===== config.mk =====
export PLATFORM = sky130hd
export DESIGN_NAME = shift_exec_unit
export DESIGN_NICKNAME = d
export VERILOG_FILES = /design/src/rtl/shift_exec_unit.sv
export SDC_FILE = /design/constraint.sdc
export NUM_CORES = 1
export LEC_CHECK = 0
export ABC_CLOCK_PERIOD_IN_PS = 5300
export BUFFER_PORTS_ARGS = -buffer_cell sky130_fd_sc_hd__buf_2
export CAP_MARGIN = 10
export CORE_MARGIN = 2
export CORE_UTILIZATION = 27
export CTS_CLUSTER_DIAMETER = 80
export DETAILED_ROUTE_END_ITERATION = 16
export PLACE_DENSITY = 0.47
export SLEW_MARGIN = 0
export SYNTH_ARGS = -nofsm -noshare
export SYNTH_HDL_FRONTEND = slang
export SYNTH_SLANG_ARGS = --single-unit

===== constraint.sdc =====
create_clock -name clk -period 5.3 [get_ports clk]
set_clock_uncertainty 0.15 [all_clocks]
set_input_delay 0.795 -clock clk [delete_from_list [all_inputs] [get_ports clk]]
set_output_delay 0.795 -clock clk [all_outputs]
set_load 0.01 [all_outputs]

===== src/rtl/shift_exec_unit.sv =====
// shift_exec_unit: execute-stage wrapper feeding the combinational shifter.
// Define SHIFT_ROTR_EN to add MIPS32r2 rotr/rotrv support.

module shift_exec_unit #(
  parameter int DATA_WIDTH = 32,
  parameter int DEPTH      = 2
) (
  input  logic                  clk,
  input  logic                  rst,
  input  logic                  in_valid,
  output logic                  in_ready,
  input  logic [31:0]           in_instr,
  input  logic [DATA_WIDTH-1:0] in_rs_val,
  input  logic [DATA_WIDTH-1:0] in_rt_val,
  output logic                  out_valid,
  input  logic                  out_ready,
  output logic [DATA_WIDTH-1:0] out_result,
  output logic [4:0]            out_rd,
  output logic                  out_err
);

  localparam int PW = (DEPTH > 1) ? $clog2(DEPTH) : 1;
  localparam int CW = $clog2(DEPTH + 1);
  localparam logic [CW-1:0] FULL = CW'(DEPTH);

  logic [5:0] opcode;
  logic [5:0] funct;
  logic [4:0] rd;
  logic [4:0] shamt;
  logic       legal;

  assign opcode = in_instr[31:26];
  assign rd     = in_instr[15:11];
  assign shamt  = in_instr[10:6];
  assign funct  = in_instr[5:0];

  // Only R-type shift functs are executed here.
  always_comb begin
    legal = 1'b0;
    if (opcode == 6'h00) begin
      case (funct)
        6'h00, 6'h02, 6'h03,
        6'h04, 6'h06, 6'h07: legal = 1'b1;
        default:            legal = 1'b0;
      endcase
    end
  end

  logic                  s1_valid_q, s1_valid_d;
  logic [DATA_WIDTH-1:0] s1_a_q, s1_a_d;
  logic [4:0]            s1_b_q, s1_b_d;
  logic [1:0]            s1_op_q, s1_op_d;
  logic [4:0]            s1_rd_q, s1_rd_d;
  logic                  s1_err_q, s1_err_d;

  logic [CW-1:0] count_q, count_d;
  logic [PW-1:0] wr_ptr_q, wr_ptr_d;
  logic [PW-1:0] rd_ptr_q, rd_ptr_d;

  logic pop;
  logic push;
  logic space;
  logic fire;

  assign out_valid = (count_q != '0);
  assign pop       = out_valid && out_ready;
  assign space     = (count_q != FULL) || pop;
  assign push      = s1_valid_q && space;
  assign in_ready  = !s1_valid_q || push;
  assign fire      = in_valid && in_ready;

`ifdef SHIFT_ROTR_EN
  logic s1_rot_q, s1_rot_d;
  logic rot_dec;

  // bit 21 marks rotr, bit 6 marks rotrv
  assign rot_dec = legal && (funct[1:0] == 2'b10) &&
                   (funct[2] ? in_instr[6] : in_instr[21]);
`endif

  // S1 next state: load on handshake, clear once drained.
  always_comb begin
    s1_valid_d = s1_valid_q;
    s1_a_d     = s1_a_q;
    s1_b_d     = s1_b_q;
    s1_op_d    = s1_op_q;
    s1_rd_d    = s1_rd_q;
    s1_err_d   = s1_err_q;
`ifdef SHIFT_ROTR_EN
    s1_rot_d   = s1_rot_q;
`endif
    if (fire) begin
      s1_valid_d = 1'b1;
      s1_a_d     = in_rt_val;
      s1_b_d     = funct[2] ? in_rs_val[4:0] : shamt;
      s1_op_d    = funct[1:0];
      s1_rd_d    = rd;
      s1_err_d   = !legal;
`ifdef SHIFT_ROTR_EN
      s1_rot_d   = rot_dec;
`endif
    end else if (push) begin
      s1_valid_d = 1'b0;
    end
  end

  // S1 register; only the valid bit is reset.
  always_ff @(posedge clk) begin
    if (rst) begin
      s1_valid_q <= 1'b0;
    end else begin
      s1_valid_q <= s1_valid_d;
    end
    s1_a_q   <= s1_a_d;
    s1_b_q   <= s1_b_d;
    s1_op_q  <= s1_op_d;
    s1_rd_q  <= s1_rd_d;
    s1_err_q <= s1_err_d;
`ifdef SHIFT_ROTR_EN
    s1_rot_q <= s1_rot_d;
`endif
  end

  logic [DATA_WIDTH-1:0] shift_y;
  logic [DATA_WIDTH-1:0] exec_res;
  logic [DATA_WIDTH-1:0] push_res;

  shifter #(.W(DATA_WIDTH)) u_shifter (
    .A       (s1_a_q),
    .B       (s1_b_q),
    .Shiftop (s1_op_q),
    .Y       (shift_y)
  );

`ifdef SHIFT_ROTR_EN
  logic [DATA_WIDTH-1:0] rot_left;

  // (0 - b) mod 32; for b==0 this is A<<0, and A|A == A
  assign rot_left = s1_a_q << (5'd0 - s1_b_q);
  assign exec_res = s1_rot_q ? (shift_y | rot_left) : shift_y;
`else
  assign exec_res = shift_y;
`endif

  assign push_res = s1_err_q ? '0 : exec_res;

  logic [DATA_WIDTH-1:0] mem_res_q [DEPTH];
  logic [4:0]            mem_rd_q  [DEPTH];
  logic                  mem_err_q [DEPTH];

  // FIFO pointer and occupancy next state.
  always_comb begin
    wr_ptr_d = wr_ptr_q;
    rd_ptr_d = rd_ptr_q;
    count_d  = count_q;
    if (push) wr_ptr_d = wr_ptr_q + PW'(1);
    if (pop)  rd_ptr_d = rd_ptr_q + PW'(1);
    if (push && !pop) begin
      count_d = count_q + CW'(1);
    end else if (pop && !push) begin
      count_d = count_q - CW'(1);
    end
  end

  // FIFO control registers.
  always_ff @(posedge clk) begin
    if (rst) begin
      count_q  <= '0;
      wr_ptr_q <= '0;
      rd_ptr_q <= '0;
    end else begin
      count_q  <= count_d;
      wr_ptr_q <= wr_ptr_d;
      rd_ptr_q <= rd_ptr_d;
    end
  end

  // FIFO storage, intentionally not reset.
  always_ff @(posedge clk) begin
    if (push) begin
      mem_res_q[wr_ptr_q] <= push_res;
      mem_rd_q[wr_ptr_q]  <= s1_rd_q;
      mem_err_q[wr_ptr_q] <= s1_err_q;
    end
  end

  assign out_result = out_valid ? mem_res_q[rd_ptr_q] : '0;
  assign out_rd     = out_valid ? mem_rd_q[rd_ptr_q]  : '0;
  assign out_err    = out_valid ? mem_err_q[rd_ptr_q] : 1'b0;

  logic unused_bits;
  assign unused_bits = ^{in_instr[25:16], in_rs_val[DATA_WIDTH-1:5]};

endmodule

module shifter #(
  parameter int W = 32
) (
  input  logic [W-1:0] A,
  input  logic [4:0]   B,
  input  logic [1:0]   Shiftop,
  output logic [W-1:0] Y
);

  // 00 left logical, 10 right logical, 11 right arithmetic.
  always_comb begin
    case (Shiftop)
      2'b00:   Y = A << B;
      2'b10:   Y = A >> B;
      2'b11:   Y = $signed(A) >>> B;
      default: Y = A;
    endcase
  end

endmodule


# Yosys cells after proc, flatten, opt, wreduce, memory -nomap -nowiden
# Memory sizes are Yosys's and may differ from the RTL's. A register that Yosys moved wholly into a read port is not among the register bits.
# Cells that the tools add are included.
# totals
ram_bits	76
word_cells	65
in_bits	100
out_inout_bits	40
memories	3
regBits	50
# op_classes
n_addsub	4
n_reduce_logical	18
n_mux	20
shift	3
n_eq_ne	8
# mem_list
name	depth	width	rd	rd_clocked_by_memory_dff	wr	line	source
mem_res_q	2	32	1	1	1	147	logic [DATA_WIDTH-1:0] mem_res_q [DEPTH];
mem_rd_q	2	5	1	1	1	148	logic [4:0] mem_rd_q [DEPTH];
mem_err_q	2	1	1	1	1	149	logic mem_err_q [DEPTH];
# ops
op	n
32-bit one-hot mux with 3 select lines	1
32-bit two-way mux	2
32-bit by 5-bit << shifter with 32-bit output	1
32-bit by 5-bit >> shifter with 32-bit output	1
32-bit by 5-bit >>> shifter with 32-bit output	1
6-bit by 3-bit == test with 1-bit output, second input constant	3
1-bit two-way mux	13
6-bit by 2-bit == test with 1-bit output, second input constant	2
6-bit zero test	2
5-bit two-way mux	2
2-bit nonzero test	3
6-bit OR reduction	1
1-bit logical AND	5
2-bit == test, second input constant	2
1-bit zero test	4
2-bit two-way mux	2
1-bit adder, second input constant	2
2-bit by 1-bit adder with 2-bit output, second input constant	1
2-bit zero test	1
1-bit logical OR	2
2-bit inequality test, second input constant	1
2-bit by 1-bit subtractor with 2-bit output, second input constant	1

# Depth between registers and ports, before layout
# depth
ltp_word	8
depth_mapped	9
depth_no_buf	7

# Modules after synthesis
# Synthesis repeated with hierarchy kept, for this count alone.
# hier_totals
cells_unflattened	827
hier_area_um2	9257.6
# modules_own_cells
mod	cells_each	seq_area_each_um2	instances	area_per_inst_um2
shift_exec_unit	280	3753.6	1	4780.8
shifter	547	0.0	1	4476.8

# Worst setup path after synthesis
# No wires, ideal clock.
# synth_timing
kind	input to register
start	in out_ready
end	reg s1_a_q[0] (enable)
path_slack_ns	1.599
t_arrival_ns	3.088
path_buffers	0
cell_stages	2
setup_time_ns	0.462
required_time_ns	4.688
cell_sequence	nor3b_1 a21oi_1
# synth_via
elab_chain_cells	5
# synth_rtl
element	line	source
from (decl)	16	input logic out_ready,
1-bit logical AND	66	assign pop = out_valid && out_ready;
1-bit logical OR	67	assign space = (count_q != FULL) || pop;
1-bit logical AND	68	assign push = s1_valid_q && space;
1-bit logical OR	69	assign in_ready = !s1_valid_q || push;
1-bit logical AND	70	assign fire = in_valid && in_ready;
named net fire	63	logic fire;
to (signal assigned)	114	s1_a_q <= s1_a_d;
to (decl)	50	logic [DATA_WIDTH-1:0] s1_a_q, s1_a_d;
# The timed path passes the listed nets, and every way through them passes these cells.
# A chain may end at the register's enable or synchronous reset.

# Worst setup path after layout
# layout_timing
start	reg s1_b_q[2]
end	mem mem_res_q[1][23], data pin
# layout_via
elab_chain_cells	3
word_cells_on_any_way	5
cone_classes	shift (3); mux (2)
# layout_rtl
element	line	source
from (decl)	51	logic [4:0] s1_b_q, s1_b_d;
from (signal assigned)	115	s1_b_q <= s1_b_d;
32-bit by 5-bit >>> shifter with 32-bit output, or another cell as far along	210	2'b11: Y = $signed(A) >>> B;
32-bit one-hot mux with 3 select lines *	207	case (Shiftop)
32-bit two-way mux *	145	assign push_res = s1_err_q ? '0 : exec_res;
named net push_res[23]	126	logic [DATA_WIDTH-1:0] push_res;
to (decl)	147	
# Mark *: on every way through the listed nets, which the timed path passes. The rest lies on a longest branch.

==> impl_metrics.ini <==
[routing]
wl_per_cell_um = 25.9
first_pass_iters = 5
ant_nets = 0
via_count = 8329
via_per_inst = 5.84
drtIter0Drc = 910
wl_um = 37000
drcViolationCount = 0

[worst_setup_path]
crit_path_end_kind = flop
reg2reg_depth = 6
r2r_slack_ns = 1.59
worstPathRequired_ns = 5.28
cp.arrival_ns = 3.68
startpoint = s1_b_q[2]
r2r_start = s1_b_q[2]
r2r-end = mem_res_q[1][23]
critPathKind = reg2reg
crit_end = mem_res_q[1][23]
start_kind = flop
crit_fanout = 24

[sta]
layout_setup_ws_ns = 1.59
rsz0062_at_grt = no
maxSlewViolCount = 0
hold_violations = 0
finalSetupTns_ns = 0
relSlewSlack_pct = 25.6
min_period_ns = 3.71
finalCritPeriodShare_pct = 69.9
fmax_ghz = 0.270
worst_pin_slew_ns = 1.11
finalSetupViolations = 0

[global_routing]
grt_pass1_wl_um = 54500
grt_overflow_total = 0
grt_pass1_vias = 7870
grt_start_max_net_pins = 68
grt_antenna_before_repair = 1
grt_usage_pct = 19.4

[power]
power_frac_clock_pct = 31.3
intPower_w = 0.00233
vdd_drop_max_v = 0.000218
comb_power_share_pct = 33.4
powerDensity_nw_per_um2 = 329
pwr-share-seq_pct = 35.3
p_sw_w = 0.00135
p_sw_share_pct = 36.7
leakage_nw = 3.94

[hold_path]
hold_depth = 0
hp-class = reg2reg

[yosys]
synth_nets = 1011
netlist.area_leader.share_pct = 36.6
synth_seq_cells = 127
async_reset_ff_share_pct = 0
synth_seq_area_share_pct = 37.8
synth_edf_count = 121
synth_largest_area_cell = edfxtp_1
ys_top_cells_by_area = edfxtp_1 37%, mux4_2 12%, mux2i_1 9.9%
synth_most_common_cell = edfxtp_1
synth_flop_cell = edfxtp_1
synth_cell_type_count = 76
synthTopCellsByCount = 121 x edfxtp_1, 98 x mux2i_1, 93 x nor2_1
postSynthAreaPerCell_um2 = 10.9
synthCells = 910
netlist_area_um2 = 9920
yosys_warnings = 0

[clocking]
cts_tree = done
cts.sinks = 127
htreeDepth = 4
clk_latency_ns = 0.43
ctsResizeCount = 0
cts_hold_repair.buffers = 0
cts_buffers = 17
root_buffer = clkbuf_16
cts_buffer_depth = 2
cts.reportedPaths.clkPinSlew_ns = 0.07
cts_setup_buffers = 0

[placement]
port_buffers = 102
place_hpwl_um = 26000
dp_worst_setup_slack_ns = 1.74
place.gp.congestion = 0.978

[die]
die-area_um2 = 38300
die_h_um = 196
start_util_pct = 27.2
coreArea_um2 = 36400
placement_rows = 70
pin_count = 140
die_w_um = 196

[final_layout]
fillers = 3752
areaGrowthSynthToFinish_pct = 12.9
final_layout_size_suffix_gt1_share_pct = 27.3
layout.nets = 1045

[job]
drv_cap = 0

[outcome]
outcome = completed
[layout by cell type (no fill, tap or decap), types with 11 or more instances in the layout]
| cell type | netlist | layout |
|---|---|---|
| edfxtp_1 | 121 | 121 |
| buf_2 | 20 | 102 |
| mux2i_1 | 98 | 98 |
| nor2_1 | 93 | 92 |
| nand2_1 | 58 | 58 |
| mux4_2 | 55 | 55 |
| o21ai_0 | 49 | 49 |
| a21oi_1 | 30 | 29 |
| mux2_2 | 28 | 28 |
| buf_4 | 16 | 22 |
| a31oi_1 | 21 | 21 |
| o211ai_1 | 20 | 20 |
| clkbuf_16 | 0 | 18 |
| nor3_1 | 15 | 15 |
| nand2b_1 | 15 | 15 |
| nand3_1 | 14 | 14 |
| o22ai_1 | 13 | 13 |
| inv_1 | 11 | 11 |
| mux4_1 | 11 | 11 |
[power groups by stage]
stage | Combinational (W) | Sequential [W] | Clock (W)
2_1_floorplan | 0.000883 | 0.00123 | 0
3_3_place_gp | 0.00123 | 0.00132 | 0
3_5_place_dp | 0.00123 | 0.00132 | 0
4_1_cts | 0.00123 | 0.00130 | 0.00119
5_1_grt | 0.00133 | 0.00131 | 0.00124
6_report | 0.00123 | 0.00130 | 0.00115
[critical path: stages (launching register included)]
cell and delay (ns):
edfxtp_1 1.03, buf_4 0.46, mux4_1 0.35, a222oi_1 0.95, nor2_1 0.11, a21oi_1 0.16
a31oi_1 0.19
[per-layer routing]
layer	up-vias	GRT usage (%)	wire length [um]
met1	4165	26.9	15800
met4	0	7.30	1190
li1	3661	-	-
met5	-	0	0
met3	59	5.29	3510
met2	444	28.9	16500
[cells by family after synthesis]
logic type,Yosys count,synth area share [%]
and+or+nand+nor,247,11.7
AOI/OAI and AO/OA,216,14.9
muxes,192,28.5
adders and majority gates,1,0.126
xor gates and xnor gates,4,0.353
DFF,127,37.8
buffers and inverters,123,6.57
[state kept, by name, indices dropped and copies added, names as in the netlist, 2 cells and up, named ones only]
name       count
count_q        2
mem_err_q      2
s1_op_q        2
s1_rd_q        5
mem_res_q     64
s1_a_q        32
s1_b_q         5
mem_rd_q      10
[stage by stage]
stage	instances	area (um^2)	hold WS (ns)	power [W]	util (%)
after detailed placement	1393	10600	0.283	0.00255	29.2
after global routing	1425	11200	0.309	0.00388	30.7
after floorplan	910	9920	0.271	0.00211	-
final	1426	11200	0.294	0.00368	30.7
after global placement	1393	10600	0.273	0.00255	29.2
after CTS	1425	11200	0.296	0.00372	30.7
[worst min-delay path by stage]
| stage | start | end |
|---|---|---|
| after floorplan | s1_rd_q[0] | mem_rd_q[0][0] |
| after global placement | s1_rd_q[3] | mem_rd_q[1][3] |
| after detailed placement | s1_rd_q[1] | mem_rd_q[1][1] |
| after CTS | s1_rd_q[1] | mem_rd_q[1][1] |
| after global routing | s1_rd_q[1] | mem_rd_q[1][1] |
| final | s1_rd_q[1] | mem_rd_q[1][1] |
[layout make-up]
class | count | area [um^2] | share of cell area (%)
Clock buffer | 19 | 464 | 4.15
Multi-Input combinational cell | 660 | 5540 | 49.4
Tap cell | 468 | 586 | 5.23
Antenna cell | 1 | 2.50 | 0.0223
Clock inverter | 13 | 109 | 0.972
Sequential cell | 127 | 3750 | 33.5
Inverter | 13 | 48.8 | 0.436
Timing Repair Buffer | 125 | 696 | 6.21
Power figures use the tool's default switching activity.
